`config.mk`:
```
export PLATFORM = sky130hd
export DESIGN_NAME = encoder_gate_scheduler
export DESIGN_NICKNAME = d
export VERILOG_FILES = /design/src/rtl/encoder_gate_scheduler.sv
export SDC_FILE = /design/constraint.sdc
export NUM_CORES = 1
export LEC_CHECK = 0
export CAP_MARGIN = 40
export CORE_MARGIN = 2
export CORE_UTILIZATION = 25
export DETAILED_ROUTE_END_ITERATION = 12
export GPL_ROUTABILITY_DRIVEN = 0
export HOLD_SLACK_MARGIN = 0.12
export PLACE_DENSITY = 0.4
export SLEW_MARGIN = 25
export SYNTH_ARGS = -nofsm -noshare
export SYNTH_HDL_FRONTEND = slang
export SYNTH_SLANG_ARGS = --single-unit
```
`constraint.sdc`:
```
create_clock -name CLK -period 2.95 [get_ports CLK]
set_input_delay 0.59 -clock CLK [delete_from_list [all_inputs] [get_ports CLK]]
set_output_delay 0.59 -clock CLK [all_outputs]
set_load 0.005 [all_outputs]
```
`src/rtl/encoder_gate_scheduler.sv`:
```
// encoder_gate_scheduler
// Round-robin tachometer for four quadrature/tick encoder channels.
// Each scheduled measurement grants one enabled channel, counts its rising
// tick edges over a fixed gate window, scales the count down by the
// pulses-per-revolution shift, clips it to 11 bits and publishes it through
// a valid/ready handshake. Scheduling stalls while a result is pending.

module encoder_gate_scheduler #(
    parameter int GATE_CYCLES = 50000,
    parameter int PPR_SHIFT   = 3
) (
    input  logic        CLK,
    input  logic        RST,
    input  logic [3:0]  ticks,
    input  logic [3:0]  ch_en,
    input  logic        run,
    output logic [10:0] rpm_data,
    output logic [1:0]  rpm_ch,
    output logic        rpm_sat,
    output logic        rpm_valid,
    input  logic        rpm_ready,
    output logic        busy
);

    typedef enum logic [1:0] {
        IDLE    = 2'd0,
        SELECT  = 2'd1,
        GATE    = 2'd2,
        PUBLISH = 2'd3
    } state_t;

    localparam logic [15:0] LAST_TICK = 16'(GATE_CYCLES - 1);
    localparam logic [15:0] DATA_MAX  = 16'd2047;

    state_t      state;
    logic [3:0]  sync1;
    logic [3:0]  sync2;
    logic [3:0]  hist;
    logic [3:0]  edges;
    logic [1:0]  grant;
    logic [1:0]  last_grant;
    logic [15:0] count;
    logic [15:0] count_next;
    logic [15:0] timer;
    logic [15:0] scaled;
    logic [10:0] data_clip;
    logic        data_over;
    logic [1:0]  cand;
    logic [1:0]  pick;
    logic        pick_valid;
    logic        any_en;
    logic        gate_done;

    // Bring the raw tick lines into the CLK domain and keep one cycle of history for edge detection
    always_ff @(posedge CLK or posedge RST) begin
        if (RST) begin
            sync1 <= 4'b0000;
            sync2 <= 4'b0000;
            hist  <= 4'b0000;
        end else begin
            sync1 <= ticks;
            sync2 <= sync1;
            hist  <= sync2;
        end
    end

    assign edges     = sync2 & ~hist;
    assign any_en    = |ch_en;
    assign gate_done = (timer == LAST_TICK);

    // Round-robin pick: scan downward from the farthest offset so the nearest enabled channel after last_grant wins
    always_comb begin
        pick       = last_grant;
        pick_valid = 1'b0;
        cand       = 2'b00;
        for (int i = 4; i >= 1; i--) begin
            cand = last_grant + 2'(i);
            if (ch_en[cand]) begin
                pick       = cand;
                pick_valid = 1'b1;
            end
        end
    end

    // Next edge count for the granted channel, saturating at all-ones, plus the scaled and clipped result
    always_comb begin
        count_next = count;
        if (edges[grant] && (count != 16'hFFFF)) begin
            count_next = count + 16'd1;
        end
        scaled    = count_next >> PPR_SHIFT;
        data_over = (scaled > DATA_MAX);
        data_clip = data_over ? 11'h7FF : scaled[10:0];
    end

    // Scheduler FSM: idle, pick a channel, count over the gate window, then hold the result until it is taken
    always_ff @(posedge CLK or posedge RST) begin
        if (RST) begin
            state      <= IDLE;
            busy       <= 1'b0;
            rpm_valid  <= 1'b0;
            rpm_data   <= 11'd0;
            rpm_ch     <= 2'd0;
            rpm_sat    <= 1'b0;
            count      <= 16'd0;
            timer      <= 16'd0;
            grant      <= 2'd0;
            last_grant <= 2'd3;
        end else begin
            case (state)
                IDLE: begin
                    if (run && any_en) begin
                        state <= SELECT;
                        busy  <= 1'b1;
                    end
                end

                SELECT: begin
                    count <= 16'd0;
                    timer <= 16'd0;
                    if (pick_valid) begin
                        grant      <= pick;
                        last_grant <= pick;
                        state      <= GATE;
                    end else begin
                        state <= IDLE;
                        busy  <= 1'b0;
                    end
                end

                GATE: begin
                    count <= count_next;
                    if (gate_done) begin
                        rpm_data  <= data_clip;
                        rpm_sat   <= data_over;
                        rpm_ch    <= grant;
                        rpm_valid <= 1'b1;
                        state     <= PUBLISH;
                    end else begin
                        timer <= timer + 16'd1;
                    end
                end

                PUBLISH: begin
                    if (rpm_ready) begin
                        rpm_valid <= 1'b0;
                        if (run && any_en) begin
                            state <= SELECT;
                        end else begin
                            state <= IDLE;
                            busy  <= 1'b0;
                        end
                    end
                end

                default: begin
                    state     <= IDLE;
                    busy      <= 1'b0;
                    rpm_valid <= 1'b0;
                end
            endcase
        end
    end

endmodule

```
==> flow_summary_export.csv, run 1 <==
group,metric,value,unit
power_and_ir_drop,p_comb_frac,0.313,
setup_path,worst_path_largest_cell_delay,0.61,ns
setup_path,startpoint,"hist[3]$_DFF_PP0_",
final_layout,final_nets,411,
global_routing,grt_max_degree,67,
logic_synthesis,ys_ff_latch,66,
floorplanning,die_width,124,um
setup_path,end_kind,"register",
clock_tree,numCtsBuffers,9,
power_and_ir_drop,pwr-share-seq,0.360,
power_and_ir_drop,fin_total_pwr,0.00301,W
clock_tree,numClockSinks,66,
setup_path,critical-path-slowest-cell,"mux4_2",
clock_tree,worstSkewPairLatency,0.34,ns
clock_tree,cts_tree,"yes",
global_routing,grt.total_usage,0.123,
logic_synthesis,synth_nets,383,
setup_path,critPathMaxFanout,12,
power_and_ir_drop,power.density,696,mW/mm^2
power_and_ir_drop,power_frac_clock,0.327,
floorplanning,chipHeight,124,um
clock_tree,cts_hold_buf,0,
setup_path,cp_cell_sequence,"nand2b_1 -> mux4_2 -> or4_4 -> a2111oi_4 -> buf_4 -> a31oi_1",
setup_path,cp-start-kind,"register",
route,drt_first_pass_iters,4,
logic_synthesis,yosysSeqAreaShare,0.463,
final_layout,multiInputGateArea,0.00179,mm^2
route,drc,0,
logic_synthesis,ys_types,57,
clock_tree,post_cts_buffers,0,
logic_synthesis,synthFlopType,"dfrtp_1",
timing,slew_viol_final,0,
final_layout,area_delta_synth_final,21.1,%
timing,max_freq,383,MHz
power_and_ir_drop,cellInternalPower,0.00195,W
timing,tightest_slew,0.728,ns
clock_tree,cts_root_buf,"clkbuf_16",
route,via_count,2828,
flow_run,maxCapViolations,0,
timing,post-route-period-util,0.885,
floorplanning,die_area,0.0153,mm^2
logic_synthesis,synth_area_leaders,"dfrtp_1, nor2_1, xnor2_1, nand2_1, ha_1",
setup_path,r2r-start,"hist[3]$_DFF_PP0_",
timing,setup_viol,0,
global_routing,grt_pass1_vias,2721,
global_routing,grt_pass1_wl,14300,um
clock_tree,clockBufferDepth,2,
final_layout,regArea,0.00165,mm^2
global_routing,grt-ovfl-total,0,
timing,max-slew-margin-rel,0.510,
floorplanning,ios,28,
final_layout,design_area,0.00433,mm^2
power_and_ir_drop,p_sw,0.00106,W
power_and_ir_drop,netSwitchingFraction,0.353,
final_layout,final_util,0.311,
route,ant_nets,0,
final_layout,drive_above_1_share,0.118,
logic_synthesis,post-synth-top-area-fraction,0.448,
timing,clock_skew,0.00866,ns
final_layout,diodes,0,
route,avgViaCountPerCell,4.90,
logic_synthesis,ys_async_sr_fraction,1.00,
logic_synthesis,yosys.area.top_type,"dfrtp_1",
floorplanning,coreArea,0.0139,mm^2
floorplanning,start_util,0.256,
route,wirelength,8580,um
min_path,holdCritPathClass,"reg -> reg",
place,placedInstanceArea,0.00406,mm^2
logic_synthesis,syn_inst,364,
place,portBuffers,27,
logic_synthesis,synth_edf_count,0,
setup_path,cp.required,3.15,ns
timing,hold_ws,0.346,ns
setup_path,worstPathArrival,2.81,ns
route,routedWlPerCell,14.9,um
timing,min_period,2.61,ns
logic_synthesis,avgSynthCellArea,9.82,um^2
clock_tree,clk_pin_slew_worst_paths,0.06,ns
floorplanning,rows,43,
timing,rsz0062_at_grt,"false",
timing,hold_violations,0,
status,outcome,"finished, final reports clean",
place,detailed_place_hpwl,5960,um
clock_tree,htreeDepth,3,
logic_synthesis,syn_area,0.00357,mm^2
min_path,hp-start,"sync1[3]$_DFF_PP0_",
power_and_ir_drop,ir_drop,352,uV
setup_path,worstSetupPathType,"reg -> reg",
logic_synthesis,yosysWarnings,0,
timing,finalSetupTns,0,ns
power_and_ir_drop,p_leak,1.76,nW
route,dr.first_iter.drc_count,119,
clock_tree,cts_resized,0,
final_layout,fillers,1441,
global_routing,antenna_found_initial,0,
## Yosys cell counts, types with 3 or more instances
library cell,number
nor2_1,35
ha_1,7
nor2b_1,5
o41ai_1,3
nand3_1,14
and3_1,10
and2_1,4
o22ai_1,4
nor4_1,7
xor2_1,4
nand4_1,14
buf_2,3
inv_1,13
a21oi_1,16
nand2b_1,6
nand3b_1,3
nand2_1,27
a22o_1,6
and4_1,6
nor3_1,13
o21ai_0,16
clkbuf_1,11
a21oi_2,9
o2bb2ai_1,4
dfrtp_1,64
xnor2_1,14
mux2_2,3
a21o_1,4
## cell usage in the layout, fill, tap and decap left out, types with 3 or more instances in the layout
cell,netlist,routed
a21oi_2,9,9
a22o_1,6,6
clkdlybuf4s50_1,0,27
nor4_1,7,7
nand2b_1,6,6
nand2_1,27,27
a21o_1,4,4
nand4_1,14,14
clkbuf_1,11,3
nand3_1,14,14
and2_1,4,4
nand3b_1,3,3
ha_1,7,7
and3_1,10,10
o2bb2ai_1,4,4
and4_1,6,6
buf_4,0,7
inv_1,13,12
o41ai_1,3,3
dfrtp_1,64,64
mux2_2,3,3
o22ai_1,4,4
xor2_1,4,4
nor2_1,35,35
xnor2_1,14,14
clkbuf_16,0,9
a21oi_1,16,16
nor3_1,13,13
o21ai_0,16,16
nor2b_1,5,5
## final timing paths
path | end | slack [ns] | cells after the start
worst max-delay path | rpm_data[10]$_DFFE_PP0P_ | 0.34 | 6
worst min-delay path | sync2[3]$_DFF_PP0_ | 0.35 | 0
max in group asynchronous | count[2]$_DFFE_PP0P_ | 1.98 | 3
worst max register to register | rpm_data[10]$_DFFE_PP0P_ | 0.34 | 6
min in group asynchronous | grant[1]$_DFFE_PP0P_ | 0.64 | 3
worst min register to register | sync2[3]$_DFF_PP0_ | 0.35 | 0
## metrics by stage
stage               setup slack [ns]  cells
CTS                            0.337    577
global placement               0.415    561
finish                         0.340    577
global route                   0.276    577
floorplan                      0.669    364
detailed placement             0.348    561
## power groups by stage
stage	Sequential (W)	Combinational [W]	Clock [W]
after global routing	0.00110	0.00107	0.00105
after floorplan	0.00106	0.000669	0
after global placement	0.00110	0.000951	0
after CTS	0.00108	0.000961	0.00102
final	0.00108	0.000943	0.000984
after detailed placement	0.00110	0.000953	0
## worst max-delay path, delay by kind of cell, from the launching register on
| family | cells | cell delay, ns |
|---|---|---|
| simple gates | 2 | 0.75 |
| mux | 1 | 0.61 |
| compound gates | 2 | 0.46 |
| flops | 1 | 0.37 |
| buf+inv | 1 | 0.29 |
## metal layers
metal,up-vias,global-route usage,share of wire
met3,11,0.0300,0.048
met1,1366,0.168,0.49
met4,0,0.0547,0.014
li1,1392,-,-
met2,59,0.183,0.44
met5,-,0,0
## kinds of logic (layout without fill, tap and decap cells)
kind of cell             after synthesis  count (layout)  share of synthesized area
AND/OR/NAND/NOR                      155             155                      0.236
AO/OA/AOI/OAI                         80              80                      0.169
flip-flops                            66              66                      0.463
buffers and inverters                 31              64                     0.0364
XOR/XNOR                              18              18                     0.0441
adder cells (fa/ha/maj)                7               7                     0.0245
multiplexers                           7               7                     0.0277
## area by class of cell
cell class | instances | area share
clock buffers | 13 | 0.0578
clock inverters | 3 | 0.00405
inverters | 13 | 0.0113
multi-input cells | 267 | 0.413
flip-flops and latches | 66 | 0.382
well taps | 180 | 0.0520
repair buffers | 35 | 0.0792
## sequential cells by signal, indices dropped and copies added (netlist names), named ones only
name        cells
sync2           4
timer          16
grant           2
rpm_valid       1
last_grant      2
rpm_sat         1
busy            1
count          16
rpm_ch          2
sync1           4
hist            4
state           1
rpm_data       11
Note: power is estimated with default switching activity, not from simulation.
==> run 2, diff against run 1 <==
--- a/config.mk
+++ b/config.mk
@@ -5,6 +5,7 @@
 export SDC_FILE = /design/constraint.sdc
 export NUM_CORES = 1
 export LEC_CHECK = 0
+export ABC_CLOCK_PERIOD_IN_PS = 2950
 export CAP_MARGIN = 40
 export CORE_MARGIN = 2
 export CORE_UTILIZATION = 25
==> results of run 2 <==
Final layout, timing and power as in run 1 (identical DEF).
